`src/rtl/idli_pkg.sv`:
```
// Shared types and constants for the idli retire tracer.
package idli_pkg;

  localparam int TRC_DEPTH = 8;
  localparam int NUM_REGS  = 16;
  localparam int DATA_W    = 16;
  localparam int SEQ_W     = 8;
  localparam int DROP_W    = 8;
  localparam int REG_W     = $clog2(NUM_REGS);

  // Sync counter value of the last GCK of an instruction period
  localparam logic [1:0] CTR_LAST = 2'd3;

  // r0 is never reported, so the mask starts at bit 1
  typedef struct packed {
    logic [DATA_W-1:0]   pc;
    logic [NUM_REGS-1:1] reg_mask;
    logic                pred_wr;
    logic                pred_val;
    logic [SEQ_W-1:0]    seq;
    logic                lost;
  } trc_rec_t;

endpackage

```
`src/rtl/idli_trace_if.sv`:
```
// Record drain port: tracer presents a head record, consumer accepts with rdy.
interface idli_trace_if;
  import idli_pkg::*;

  logic     o_trc_vld;
  logic     i_trc_rdy;
  trc_rec_t o_trc_rec;

  modport master (output o_trc_vld, output o_trc_rec, input  i_trc_rdy);
  modport slave  (input  o_trc_vld, input  o_trc_rec, output i_trc_rdy);
endinterface

```
`src/rtl/idli_trace_fifo_m.sv`:
```
// Synchronous FIFO with a registered head word; push and pop may share an edge.
module idli_trace_fifo_m #(
  parameter int DEPTH = 8,
  parameter int WIDTH = 8
) (
  input  logic             i_clk,
  input  logic             i_rst,
  input  logic             i_push,
  input  logic [WIDTH-1:0] i_data,
  input  logic             i_rdy,
  output logic             o_vld,
  output logic [WIDTH-1:0] o_data,
  output logic             o_full
);

  localparam int AW = $clog2(DEPTH);

  logic [AW:0]      r_wr;
  logic [AW:0]      r_rd;
  logic [WIDTH-1:0] r_mem [DEPTH];
  logic [WIDTH-1:0] r_head;
  logic             r_vld;

  logic        w_pop;
  logic        w_push;
  logic        w_full;
  logic [AW:0] w_wr_nxt;
  logic [AW:0] w_rd_nxt;

  assign w_full   = (r_wr[AW] != r_rd[AW]) && (r_wr[AW-1:0] == r_rd[AW-1:0]);
  assign w_pop    = r_vld && i_rdy;
  assign w_push   = i_push && (!w_full || w_pop);
  assign w_wr_nxt = r_wr + (AW+1)'(w_push);
  assign w_rd_nxt = r_rd + (AW+1)'(w_pop);

  always_ff @(posedge i_clk) begin
    if (w_push) begin
      r_mem[r_wr[AW-1:0]] <= i_data;
    end
  end

  // Head is preloaded for the next cycle; bypass when the new head is being written now
  always_ff @(posedge i_clk) begin
    if (i_rst) begin
      r_wr   <= '0;
      r_rd   <= '0;
      r_vld  <= 1'b0;
      r_head <= '0;
    end else begin
      r_wr  <= w_wr_nxt;
      r_rd  <= w_rd_nxt;
      r_vld <= (w_wr_nxt != w_rd_nxt);
      if (w_wr_nxt == w_rd_nxt) begin
        r_head <= '0;
      end else if (w_push && (w_rd_nxt == r_wr)) begin
        r_head <= i_data;
      end else begin
        r_head <= r_mem[w_rd_nxt[AW-1:0]];
      end
    end
  end

  assign o_vld  = r_vld;
  assign o_data = r_head;
  assign o_full = w_full;

endmodule

```
`src/rtl/idli_trace_m.sv`:
```
// In-core retire tracer: accumulates per-instruction effects on the sync counter
// and queues one record per retire, with PC trigger and overflow accounting.
module idli_trace_m
  import idli_pkg::*;
#(
  parameter int DEPTH = TRC_DEPTH
) (
  input  logic              i_trc_gck,
  input  logic              i_trc_rst,
  input  logic [1:0]        i_trc_ctr,
  input  logic              i_trc_run_instr,
  input  logic              i_trc_enc_new,
  input  logic [DATA_W-1:0] i_trc_pc,
  input  logic              i_trc_reg_wr,
  input  logic [REG_W-1:0]  i_trc_reg,
  input  logic              i_trc_pred_wr,
  input  logic              i_trc_pred,
  input  logic              i_trc_en,
  input  logic              i_trc_trig_en,
  input  logic [DATA_W-1:0] i_trc_trig_pc,
  idli_trace_if.master      trc,
  output logic [DROP_W-1:0] o_trc_drops,
  output logic              o_trc_ovf
);

  logic [DATA_W-1:0]   r_pc;
  logic [NUM_REGS-1:1] r_mask;
  logic                r_pred_wr;
  logic                r_pred_val;
  logic [SEQ_W-1:0]    r_seq;
  logic                r_lost;
  logic                r_trig;
  logic                r_ovf;
  logic [DROP_W-1:0]   r_drops;

  logic                w_first;
  logic                w_retire;
  logic                w_match;
  logic                w_gate;
  logic                w_full;
  logic                w_vld;
  logic                w_pop;
  logic                w_push;
  logic                w_drop;
  logic [NUM_REGS-1:0] w_reg_dec;
  trc_rec_t            w_rec;
  logic [$bits(trc_rec_t)-1:0] w_head;

  assign w_first   = (i_trc_ctr == 2'd0);
  assign w_retire  = (i_trc_ctr == CTR_LAST) && i_trc_run_instr;
  assign w_reg_dec = NUM_REGS'(1) << i_trc_reg;

  // The retire that hits the trigger PC is itself captured
  assign w_match = i_trc_trig_en && (r_pc == i_trc_trig_pc);
  assign w_gate  = i_trc_en && (!i_trc_trig_en || r_trig || w_match);
  assign w_pop   = w_vld && trc.i_trc_rdy;
  assign w_push  = w_retire && w_gate && (!w_full || w_pop);
  assign w_drop  = w_retire && w_gate && w_full && !w_pop;

  always_comb begin
    w_rec          = '0;
    w_rec.pc       = r_pc;
    w_rec.reg_mask = r_mask;
    w_rec.pred_wr  = r_pred_wr;
    w_rec.pred_val = r_pred_val;
    w_rec.seq      = r_seq;
    w_rec.lost     = r_lost;
  end

  always_ff @(posedge i_trc_gck) begin
    if (i_trc_rst) begin
      r_pc       <= '0;
      r_mask     <= '0;
      r_pred_wr  <= 1'b0;
      r_pred_val <= 1'b0;
      r_seq      <= '0;
      r_lost     <= 1'b0;
      r_trig     <= 1'b0;
      r_ovf      <= 1'b0;
      r_drops    <= '0;
    end else begin
      if (w_retire) begin
        r_mask     <= '0;
        r_pred_wr  <= 1'b0;
        r_pred_val <= 1'b0;
        r_seq      <= r_seq + 1'b1;
      end else if (w_first) begin
        if (i_trc_enc_new) begin
          r_pc <= i_trc_pc;
        end
        if (i_trc_reg_wr) begin
          r_mask <= r_mask | w_reg_dec[NUM_REGS-1:1];
        end
        if (i_trc_pred_wr) begin
          r_pred_wr  <= 1'b1;
          r_pred_val <= i_trc_pred;
        end
      end

      if (!i_trc_trig_en) begin
        r_trig <= 1'b0;
      end else if (w_retire && w_match) begin
        r_trig <= 1'b1;
      end

      if (w_drop) begin
        r_lost <= 1'b1;
        r_ovf  <= 1'b1;
        if (r_drops != '1) begin
          r_drops <= r_drops + 1'b1;
        end
      end else if (w_push) begin
        r_lost <= 1'b0;
      end
    end
  end

  idli_trace_fifo_m #(
    .DEPTH (DEPTH),
    .WIDTH ($bits(trc_rec_t))
  ) u_fifo (
    .i_clk  (i_trc_gck),
    .i_rst  (i_trc_rst),
    .i_push (w_push),
    .i_data (w_rec),
    .i_rdy  (trc.i_trc_rdy),
    .o_vld  (w_vld),
    .o_data (w_head),
    .o_full (w_full)
  );

  assign trc.o_trc_vld = w_vld;
  assign trc.o_trc_rec = trc_rec_t'(w_head);
  assign o_trc_drops   = r_drops;
  assign o_trc_ovf     = r_ovf;

endmodule

```
`src/flat_wrapper.sv`:
```
// flat-port wrapper written by rule: the top's interface ports become plain ports
module idli_trace_m_flat import idli_pkg::*;
#(
  parameter int DEPTH = TRC_DEPTH
)
  (i_trc_gck, i_trc_rst, i_trc_ctr, i_trc_run_instr, i_trc_enc_new, i_trc_pc, i_trc_reg_wr, i_trc_reg, i_trc_pred_wr, i_trc_pred, i_trc_en, i_trc_trig_en, i_trc_trig_pc, o_trc_drops, o_trc_ovf, trc_o_trc_vld, trc_o_trc_rec, trc_i_trc_rdy);
  idli_trace_if trc_i ();
  input  logic i_trc_gck;
  input  logic i_trc_rst;
  input  logic [1:0] i_trc_ctr;
  input  logic i_trc_run_instr;
  input  logic i_trc_enc_new;
  input  logic [DATA_W-1:0] i_trc_pc;
  input  logic i_trc_reg_wr;
  input  logic [REG_W-1:0] i_trc_reg;
  input  logic i_trc_pred_wr;
  input  logic i_trc_pred;
  input  logic i_trc_en;
  input  logic i_trc_trig_en;
  input  logic [DATA_W-1:0] i_trc_trig_pc;
  output logic [DROP_W-1:0] o_trc_drops;
  output logic o_trc_ovf;
  output wire logic [$bits(trc_i.o_trc_vld)-1:0] trc_o_trc_vld;
  output wire logic [$bits(trc_i.o_trc_rec)-1:0] trc_o_trc_rec;
  input wire logic [$bits(trc_i.i_trc_rdy)-1:0] trc_i_trc_rdy;
  assign trc_o_trc_vld = trc_i.o_trc_vld;
  assign trc_o_trc_rec = trc_i.o_trc_rec;
  assign trc_i.i_trc_rdy = trc_i_trc_rdy;
  idli_trace_m #(.DEPTH(DEPTH)) u_core (.i_trc_gck(i_trc_gck), .i_trc_rst(i_trc_rst), .i_trc_ctr(i_trc_ctr), .i_trc_run_instr(i_trc_run_instr), .i_trc_enc_new(i_trc_enc_new), .i_trc_pc(i_trc_pc), .i_trc_reg_wr(i_trc_reg_wr), .i_trc_reg(i_trc_reg), .i_trc_pred_wr(i_trc_pred_wr), .i_trc_pred(i_trc_pred), .i_trc_en(i_trc_en), .i_trc_trig_en(i_trc_trig_en), .i_trc_trig_pc(i_trc_trig_pc), .trc(trc_i), .o_trc_drops(o_trc_drops), .o_trc_ovf(o_trc_ovf));
endmodule
```
`config.mk`:
```
export PLATFORM = sky130hd
export DESIGN_NAME = idli_trace_m_flat
export DESIGN_NICKNAME = d
export VERILOG_FILES = /design/src/rtl/idli_pkg.sv /design/src/rtl/idli_trace_if.sv /design/src/rtl/idli_trace_fifo_m.sv /design/src/rtl/idli_trace_m.sv /design/src/flat_wrapper.sv
export SDC_FILE = /design/constraint.sdc
export NUM_CORES = 1
export LEC_CHECK = 0
export ABC_AREA = 1
export BUFFER_PORTS_ARGS = -buffer_cell sky130_fd_sc_hd__buf_2
export CORE_MARGIN = 4
export CORE_UTILIZATION = 30
export CTS_CLUSTER_DIAMETER = 50
export CTS_CLUSTER_SIZE = 12
export DETAILED_ROUTE_END_ITERATION = 10
export GPL_ROUTABILITY_DRIVEN = 0
export SYNTH_ARGS = -nofsm -noshare
export SYNTH_HDL_FRONTEND = slang
export SYNTH_SLANG_ARGS = --single-unit
```
`constraint.sdc`:
```
create_clock -name i_trc_gck -period 5.5 [get_ports i_trc_gck]
set_clock_uncertainty 0.05 [all_clocks]
set_input_delay 0.55 -clock i_trc_gck [delete_from_list [all_inputs] [get_ports i_trc_gck]]
set_output_delay 0.55 -clock i_trc_gck [all_outputs]
set_load 0.005 [all_outputs]
```
-- Word level (Yosys, flattened, before mapping)
Memory sizes are Yosys's and may differ from the RTL's.
Index checks and enable logic that the tools add are counted.
- $add $sub $neg: 4
- equality and inequality tests: 8
- shifts and indexed selects: 1
- bitwise logic cells: 3
- reductions and logical operators: 27
- mux-type cells: 5
- operator list (cell ; number):
    $mux W42 ; 1
    $add A8 B1 Y8 const B ; 2
    $eq A16 B16 Y1 ; 1
    $shl A1 B4 Y16 const A ; 1
    $or A15 B15 Y15 ; 1
    $logic_and A1 B1 Y1 ; 12
    $add A4 B1 Y4 ; 2
    $eq A4 B4 Y1 ; 2
    $ne A8 B8 Y1 const B ; 1
    $reduce_and A2 Y1 ; 3
    $reduce_or A2 Y1 ; 3
    $mux W1 ; 4
    $ne A4 B4 Y1 ; 1
    $eq A3 B3 Y1 ; 1
    $logic_not A1 Y1 ; 3
    $logic_or A1 B1 Y1 ; 3
    $reduce_and A3 Y1 ; 1
    $eq A2 B2 Y1 const B ; 1
    $logic_not A2 Y1 ; 1
    $not A1 Y1 ; 2
    $reduce_bool A2 Y1 ; 1
    $ne A1 B1 Y1 ; 1
- input port bits: 48
- output and inout port bits: 52
- logic and storage cells: 62
- bits in registers: 103
- memory bits (writable): 336
- memories kept: 1
- memories (memory ; words ; width ; rd ports ; clocked after Yosys merged registers in ; write ports ; RTL line ; text):
    u_core.u_fifo.r_mem ; 8 ; 42 ; 1 ; 0 ; 1 ; idli_trace_fifo_m.sv:20 ; logic [WIDTH-1:0] r_mem [DEPTH];

-- Depth between registers and ports, before layout
Gate-level depths: netlist (run 1).
- word-level depth: 10
- depth in mapped cells: 21
- mapped depth without buffers: 20

-- Hierarchy
Synthesis (run 1) repeated with hierarchy kept, for this count alone.
- cell total of the unflattened synthesis: 1695
- area total of the unflattened synthesis: 17666.9 µm²
- modules (own cells, without submodules) (module ; area each (µm²) ; times used ; cells an instance ; seq. area each (µm²)):
    idli_trace_fifo_m ; 15356.0 ; 1 ; 1374 ; 11110.7
    idli_trace_m ; 2311.0 ; 1 ; 321 ; 1041.0

-- Least setup slack after synthesis (run 1)
OpenSTA, ideal clock, no wires.
- path type: input port to flip-flop
- start point: input i_trc_trig_pc[15]
- end point: memory u_core.u_fifo.r_mem[4][0] in the netlist's numbering, enable pin
- path buffers: 1
- library setup time: 493 ps
- arrival: 4450 ps
- cell stages on the path: 12
- setup slack: 507 ps
- data required time: 4957 ps
- cells stage by stage: inv_1 > nor2_1 > nor2_1 > nand3_1 > nor2_1 > nand3_1 > nand2_1 > nand2_1 > nor2_1 > buf_2 > nand2_1 > nor3_1
- cells in the longest elaborated chain, start to end: 9
- ends and longest elaborated chain (item ; RTL line ; text):
    from (decl) ; flat_wrapper.sv:20 ; input logic [DATA_W-1:0] i_trc_trig_pc;
    $eq A16 B16 Y1 ; idli_trace_m.sv:54 ; assign w_match = i_trc_trig_en && (r_pc == i_trc_trig_pc);
    $logic_and A1 B1 Y1 ; idli_trace_m.sv:54 ;
    $logic_or A1 B1 Y1 ; idli_trace_m.sv:55 ; assign w_gate = i_trc_en && (!i_trc_trig_en || r_trig || w_match);
    $logic_and A1 B1 Y1 ; idli_trace_m.sv:55 ;
    $logic_and A1 B1 Y1 (2 in series) ; idli_trace_m.sv:57 ; assign w_push = w_retire && w_gate && (!w_full || w_pop);
    $logic_and A1 B1 Y1 ; idli_trace_fifo_m.sv:32 ; assign w_push = i_push && (!w_full || w_pop);
    $mux W1 ; idli_trace_fifo_m.sv:37 ; if (w_push) begin
    $mux W1 (implied by the code) ; idli_trace_fifo_m.sv:38 ; r_mem[r_wr[AW-1:0]] <= i_data;
    to (decl) ; idli_trace_fifo_m.sv:20 ;
No other way between the ends.

-- Worst setup path after layout (run 1)
- start point: register u_core.r_pc[3]
- end point: memory u_core.u_fifo.r_mem[6][35] in the netlist's numbering, enable pin
- cells in the longest elaborated chain, start to end: 9
- ends and longest elaborated chain (item ; RTL line ; text):
    from (decl) ; idli_trace_m.sv:26 ; logic [DATA_W-1:0] r_pc;
    from (signal assigned) ; idli_trace_m.sv:89 ; r_pc <= i_trc_pc;
    $eq A16 B16 Y1 ; idli_trace_m.sv:54 ;
    $logic_and A1 B1 Y1 ; idli_trace_m.sv:54 ;
    $logic_or A1 B1 Y1 ; idli_trace_m.sv:55 ;
    $logic_and A1 B1 Y1 ; idli_trace_m.sv:55 ;
    $logic_and A1 B1 Y1 (2 in series) ; idli_trace_m.sv:57 ;
    $logic_and A1 B1 Y1 ; idli_trace_fifo_m.sv:32 ;
    $mux W1 ; idli_trace_fifo_m.sv:37 ;
    $mux W1 (implied by the code) ; idli_trace_fifo_m.sv:38 ;
No other way between the ends.

==> impl_metrics.tcl, run 1 <==
set metrics [dict create \
    status "finished, final reports clean" \
    cts_resized 0 \
    cts_num_sinks 439 \
    die_h_um 248.3 \
    ant_nets 0 \
    fill_cells 5569 \
    ys_warn_count 0 \
    ys_types 27 \
    yosys_register_bits 439 \
    final.period_utilization_pct 72.05 \
    r2r_cells 13 \
    drt_wl_total_mm 45.32 \
    hold_end "u_core.r_pc[12]" \
    finalSetupTns_ps 0 \
    finalSetupViolations 0 \
    synthToLayoutAreaGrowth_pct 17.22 \
    async_reset_ff_share_pct 0 \
    cts_tree "done" \
    cp-start-kind "register" \
    slew_headroom_pct 29.36 \
    antenna_found_initial 1 \
    start_util_pct 30.49 \
    max_cap_viol_count 0 \
    viasPerCell 4.794 \
    grt_pass1_wl_mm 69.01 \
    final_area_um2 20310 \
    drt-initial-drc-count 1142 \
    fp.dieW_um 248.3 \
    gr-total-overflow 0 \
    vias 12000 \
    worstReg2RegEnd "u_core.u_fifo.r_mem[6][35]" \
    hold_path_class "in -> reg" \
    insertion_delay_ps 580 \
    final_cell_mix "486 x nand2_1, 336 x edfxtp_1, 312 x nand3_1" \
    io_buffers 99 \
    min_from "i_trc_pc[12]" \
    coreArea_um2 56820 \
    grt_max_degree 170 \
    ff2ff_setup_slack_ps 1540 \
    clock_path_buffers 3 \
    mostFrequentLayoutCell "nand2_1" \
    dr.pass1.iters 5 \
    gr-usage-all-layers_pct 14.44 \
    max_freq_mhz 252.4 \
    final_core_utilization_pct 35.74 \
    numCtsBuffers 47 \
    dp.final_hpwl_mm 26.60 \
    grt_setup_unrepaired "no" \
    min_period_ps 3963 \
    placed_area_um2 18750 \
    wl_per_cell_um 18.10 \
    hold_viol_final 0 \
    antenna_cells 0 \
    htree_levels 2 \
    critPathRequiredTime_ps 5690 \
    synth_edf_count 336 \
    p_leak_uw 0.007743 \
    pwr_density_cell_nw_per_um2 348.9 \
    floorplan.rows 87 \
    slew_viol_final 0 \
    cts-root-buf "clkbuf_16" \
    path_class "reg -> reg" \
    route.detailed.drc 0 \
    clk_pin_slew_ps 60 \
    grt_pass1_vias 11600 \
    nNetsFinal 1763 \
    syn_area_per_cell_um2 10.65 \
    hold_depth 3 \
    cp_max_fo 22 \
    io_pins 100 \
    critical_path.endpoint_type "register" \
    seq_area_frac_synth_pct 70.15 \
    vdd_drop_max_mv 0.2075 \
    cts_hold_buf 0 \
    cp.arrival_ps 4150 \
    synth_cells 1626 \
    r2r_start "u_core.r_pc[3]" \
    preCtsSetupSlack_ps 1424 \
    drive_above_1_share_pct 11.90 \
    setup_slack_ps 1537 \
    holdWs_ps 178.8 \
    post_cts_buffers 0 \
    synth.cell_area_um2 17320 \
    dieArea_um2 61650 \
    synth_top_flop_cell "edfxtp_1" \
    worst_pin_slew_ps 1060 \
    syn-num-nets 1680 \
]
-- worst max-delay path, cell delays in order, from the launching register on --
cell and delay (ps):
dfxtp_1 500, inv_1 100, nand2_1 80, nand2_1 50, nor2_1 80, nand2_1 90, nor2_1 230, nand3_1 190
nand2_1 190, nand2_1 120, nor2_4 450, nand2_1 360, nor2_4 650, buf_4 470
-- synth_stat cells, types with 3 or more instances --
master    instances  share of area (%)
ha_1              6               0.43
clkbuf_1         76                1.6
a21oi_1          73                2.1
nand4_1           5               0.18
nor3_1           13               0.38
edfxtp_1        336                 58
nor2_1          101                2.2
inv_2             3              0.065
buf_2             4               0.12
inv_1            53                1.1
o21a_1            3               0.13
o21ai_0          21               0.61
xnor2_1          10               0.51
nand2_1         486                 11
dfxtp_1         103                 12
xor2_1            3               0.15
nand3_1         312                9.0
buf_1             9               0.20
-- registers in the layout, indices dropped and copies added, names as in the netlist --
name and count:
u_core.u_fifo.r_mem 336, u_core.u_fifo.o_data 42, u_core.r_pc 16, u_core.r_mask 15, u_core.o_trc_drops 8, u_core.r_seq 8, u_core.u_fifo.r_rd 4, u_core.u_fifo.r_wr 4
u_core.o_trc_ovf 1, u_core.r_lost 1, u_core.r_pred_val 1, u_core.r_pred_wr 1, u_core.r_trig 1, u_core.u_fifo.o_vld 1
-- cells by family (layout without fill, tap and decap cells) --
kind of cell / Yosys count / in the layout / synth area share (%)
flops: 439 / 439 / 70.15
fa+ha+maj: 6 / 6 / 0.4334
simple gates: 920 / 920 / 22.43
buf+inv: 146 / 268 / 3.214
xor+xnor: 14 / 14 / 0.7512
compound gates: 101 / 101 / 3.019
-- stage by stage --
| step | total power [µW] | cells |
|---|---|---|
| 6_report | 7084 | 2504 |
| 5_1_grt | 7339 | 2504 |
| 4_1_cts | 7150 | 2504 |
| 3_5_place_dp | 3999 | 2416 |
| 3_3_place_gp | 3995 | 2416 |
| 2_1_floorplan | 3864 | 1626 |
-- routing by layer --
metal  track usage [%]  up-vias  wire (µm)
met3             2.228       66       2757
met2             23.27      397      21310
met4             3.696        0        823
met1             20.51     5780      20420
li1                  -     5761          -
met5                 0        -          0
-- layout make-up --
class	instances	area [µm²]	share of cell area [%]
inverters	56	212.7	1.048
well taps	756	945.9	4.658
clock inverters	11	160.2	0.7887
clock buffers	77	1391	6.852
multi-input cells	1041	4711	23.20
repair buffers	124	733.2	3.611
flip-flops and latches	439	12150	59.84
-- report_power, final --
part           switching, µW  total [µW]  internal (µW)  leakage (µW)
combinational            217         321            103       0.00304
clock                   1280        3160           1880      0.000753
sequential              36.9        3610           3570       0.00395
-- how the worst max path moves through the flow --
| stage | startpoint | end | slack, ps | cells past startpoint |
|---|---|---|---|---|
| finish | u_core.r_pc[3] | u_core.u_fifo.r_mem[6][35] | 1540 | 13 |
| global route | u_core.r_pc[3] | u_core.u_fifo.r_mem[3][28] | 1190 | 13 |
| CTS | u_core.r_pc[1] | u_core.u_fifo.r_mem[6][26] | 1500 | 13 |
| detailed placement | i_trc_trig_pc[5] | u_core.u_fifo.r_mem[6][28] | 1420 | 14 |
| global placement | trc_i_trc_rdy | u_core.u_fifo.o_data[4] | 1470 | 16 |
| floorplan | i_trc_trig_pc[15] | u_core.u_fifo.r_mem[4][0] | 510 | 12 |
(Power assumes the default switching activity.)
==> run 2, diff against run 1 <==
Settings changed: ABC_AREA 1 to 0.
Clock period 5.5 ns to 3.7 ns, I/O delays scaled along.
==> run 2 against run 1 <==
  * Hold slack lost 150 ps
  * Register-to-register slack lost 1200 ps
  * Sequential power grew 47%
  * Sequential share of layout area grew 0.10 points
  * Non-clock buffer count grew 44
  * Die area shrank 3.0%
  * Area after synthesis shrank 3.1%
  * Critical path type unchanged
==> impl_metrics.tcl, run 2 <==
set metrics [dict create \
    finalSetupViolations 0 \
    htree_levels 2 \
    fp.dieW_um 244.6 \
    cts_num_sinks 439 \
    dieArea_um2 59820 \
    syn_area_per_cell_um2 17.62 \
    gr-usage-all-layers_pct 13.89 \
    ys_types 43 \
    yosysMostFrequentCell "edfxtp_1" \
    dr.pass1.iters 5 \
    critical_path.endpoint_type "register" \
    start_util_pct 30.36 \
    wl_met3_mm 2.141 \
    io_buffers 99 \
    ys_warn_count 0 \
    grt_max_degree 71 \
    vias 9288 \
    cp-start-kind "register" \
    numCtsBuffers 46 \
    drt_wl_total_mm 41.95 \
    async_reset_ff_share_pct 0 \
    hold_viol_final 0 \
    drive_above_1_share_pct 27.93 \
    grt_pass1_wl_mm 62.91 \
    path_class "reg -> reg" \
    status "finished, final reports clean" \
    ant_nets 0 \
    slew_viol_final 0 \
    seq_area_frac_synth_pct 72.36 \
    slew_headroom_pct 42.17 \
    vdd_drop_max_mv 0.3388 \
    yosys_register_bits 439 \
    final_core_utilization_pct 36.66 \
    largest_register_ffs 336 \
    coreArea_um2 55310 \
    viasPerCell 4.914 \
    syn-num-nets 1007 \
    min_period_ps 3387 \
    die_h_um 244.6 \
    wl_per_cell_um 22.19 \
    synth.cell_area_um2 16790 \
    synth_top_area_share_pct 60.08 \
    highest_layer "met4" \
    max_cap_viol_count 0 \
    floorplan.rows 86 \
    fill_cells 5198 \
    hold_path_class "in -> reg" \
    mostFrequentLayoutCell "edfxtp_1" \
    dp.final_hpwl_mm 23.74 \
    holdWs_ps 28.28 \
    met2_length_mm 20.61 \
    synthToLayoutAreaGrowth_pct 20.73 \
    gr-total-overflow 0 \
    worst_pin_slew_ps 867.4 \
    synth_edf_count 336 \
    insertion_delay_ps 570 \
    antenna_cells 0 \
    wl_met1_mm 18.39 \
    io_pins 100 \
    drt-initial-drc-count 746 \
    synthTopCellsByCount "336 x edfxtp_1, 103 x dfxtp_1, 84 x mux4_2, 82 x a21oi_1, 44 x nand2_1" \
    synth_top_cell_by_area "edfxtp_1" \
    cp.arrival_ps 3820 \
    synth_top_flop_cell "edfxtp_1" \
    clk_pin_slew_ps 60 \
    p_leak_uw 0.006348 \
    nNetsFinal 1160 \
    max_freq_mhz 295.2 \
    critPathRequiredTime_ps 4130 \
    post_cts_buffers 0 \
    final_cell_mix "336 x edfxtp_1, 102 x dfxtp_1, 99 x buf_2" \
    cts_tree "done" \
    grt_pass1_vias 9799 \
    cp_max_fo 35 \
    clock_path_buffers 3 \
    cts-root-buf "clkbuf_16" \
    route.detailed.drc 0 \
    antenna_found_initial 1 \
    synth_cells 953 \
    synthTopCellsByArea "edfxtp_1 60%, dfxtp_1 12%, mux4_2 11%" \
    grt_setup_unrepaired "no" \
    pwr_density_cell_nw_per_um2 500.1 \
    final.period_utilization_pct 91.55 \
]
==> run 2: stage by stage <==
step           setup slack [ps]  instances  total power, µW  cell area (µm²)  TNS, ps
4_1_cts                   40.83       1890            10250            20260        0
6_report                  312.7       1890            10140            20270        0
2_1_floorplan            -950.2        953             5674            16840  -246550
3_3_place_gp             -89.91       1793             5856            18700    -2392
5_1_grt                   61.87       1890            10480            20270        0
3_5_place_dp             -173.1       1793             5860            18700    -4081
==> run 2: area by class of cell <==
class	instances	area [µm²]	area share, %
well taps	748	935.9	4.616
flip-flops and latches	439	12150	59.95
clock buffers	75	1354	6.678
multi-input cells	446	4503	22.21
clock inverters	9	62.56	0.3086
repair buffers	168	1246	6.147
inverters	5	18.77	0.09258
==> run 2: worst max-delay path: stages, from the launching register on <==
cell,delay [ps]
dfxtp_2,380
xor2_1,200
nor4_4,360
nand3_1,210
o21a_2,270
or2_1,220
inv_1,60
ha_1,160
nand3_1,100
xor2_1,240
xnor2_1,140
a41oi_4,320
buf_12,290
o41ai_1,120
a21oi_1,180
==> run 2: metal layers <==
metal	global-route usage, %	vias to the layer above
li1	-	4115
met1	18.58	4858
met2	23.70	260
met3	2.314	55
met4	3.491	0
met5	0	-
==> run 2: logic make-up after synthesis <==
logic type,share of synthesized area [%]
compound gates,5.238
flops,72.36
buf+inv,1.989
xor+xnor,2.079
fa+ha+maj,0.4470
mux,13.77
simple gates,4.113
==> run 2: what timing repair did <==
item | CTS | global route
hold buffers | 13 | 0
resized for setup | 1 | 3
endpoints found under the hold margin | 13 | 0
gates cloned | 0 | 0
endpoints found under the setup margin | 40 | 39
==> run 2: path summary, 6_finish.rpt <==
check / from / to / slack [ps] / depth (start not counted)
worst min register to register: u_core.o_trc_ovf / u_core.o_trc_ovf / 410 / 2
worst min-delay path: i_trc_pc[3] / u_core.r_pc[3] / 30 / 3
worst max-delay path: u_core.r_pc[5] / u_core.u_fifo.o_data[18] / 310 / 14
worst max register to register: u_core.r_pc[5] / u_core.u_fifo.o_data[18] / 310 / 14
==> run 2: report_power, final <==
part	switching, µW	internal, µW
clock network	1870	2510
registers	28.0	5290
logic	233	207
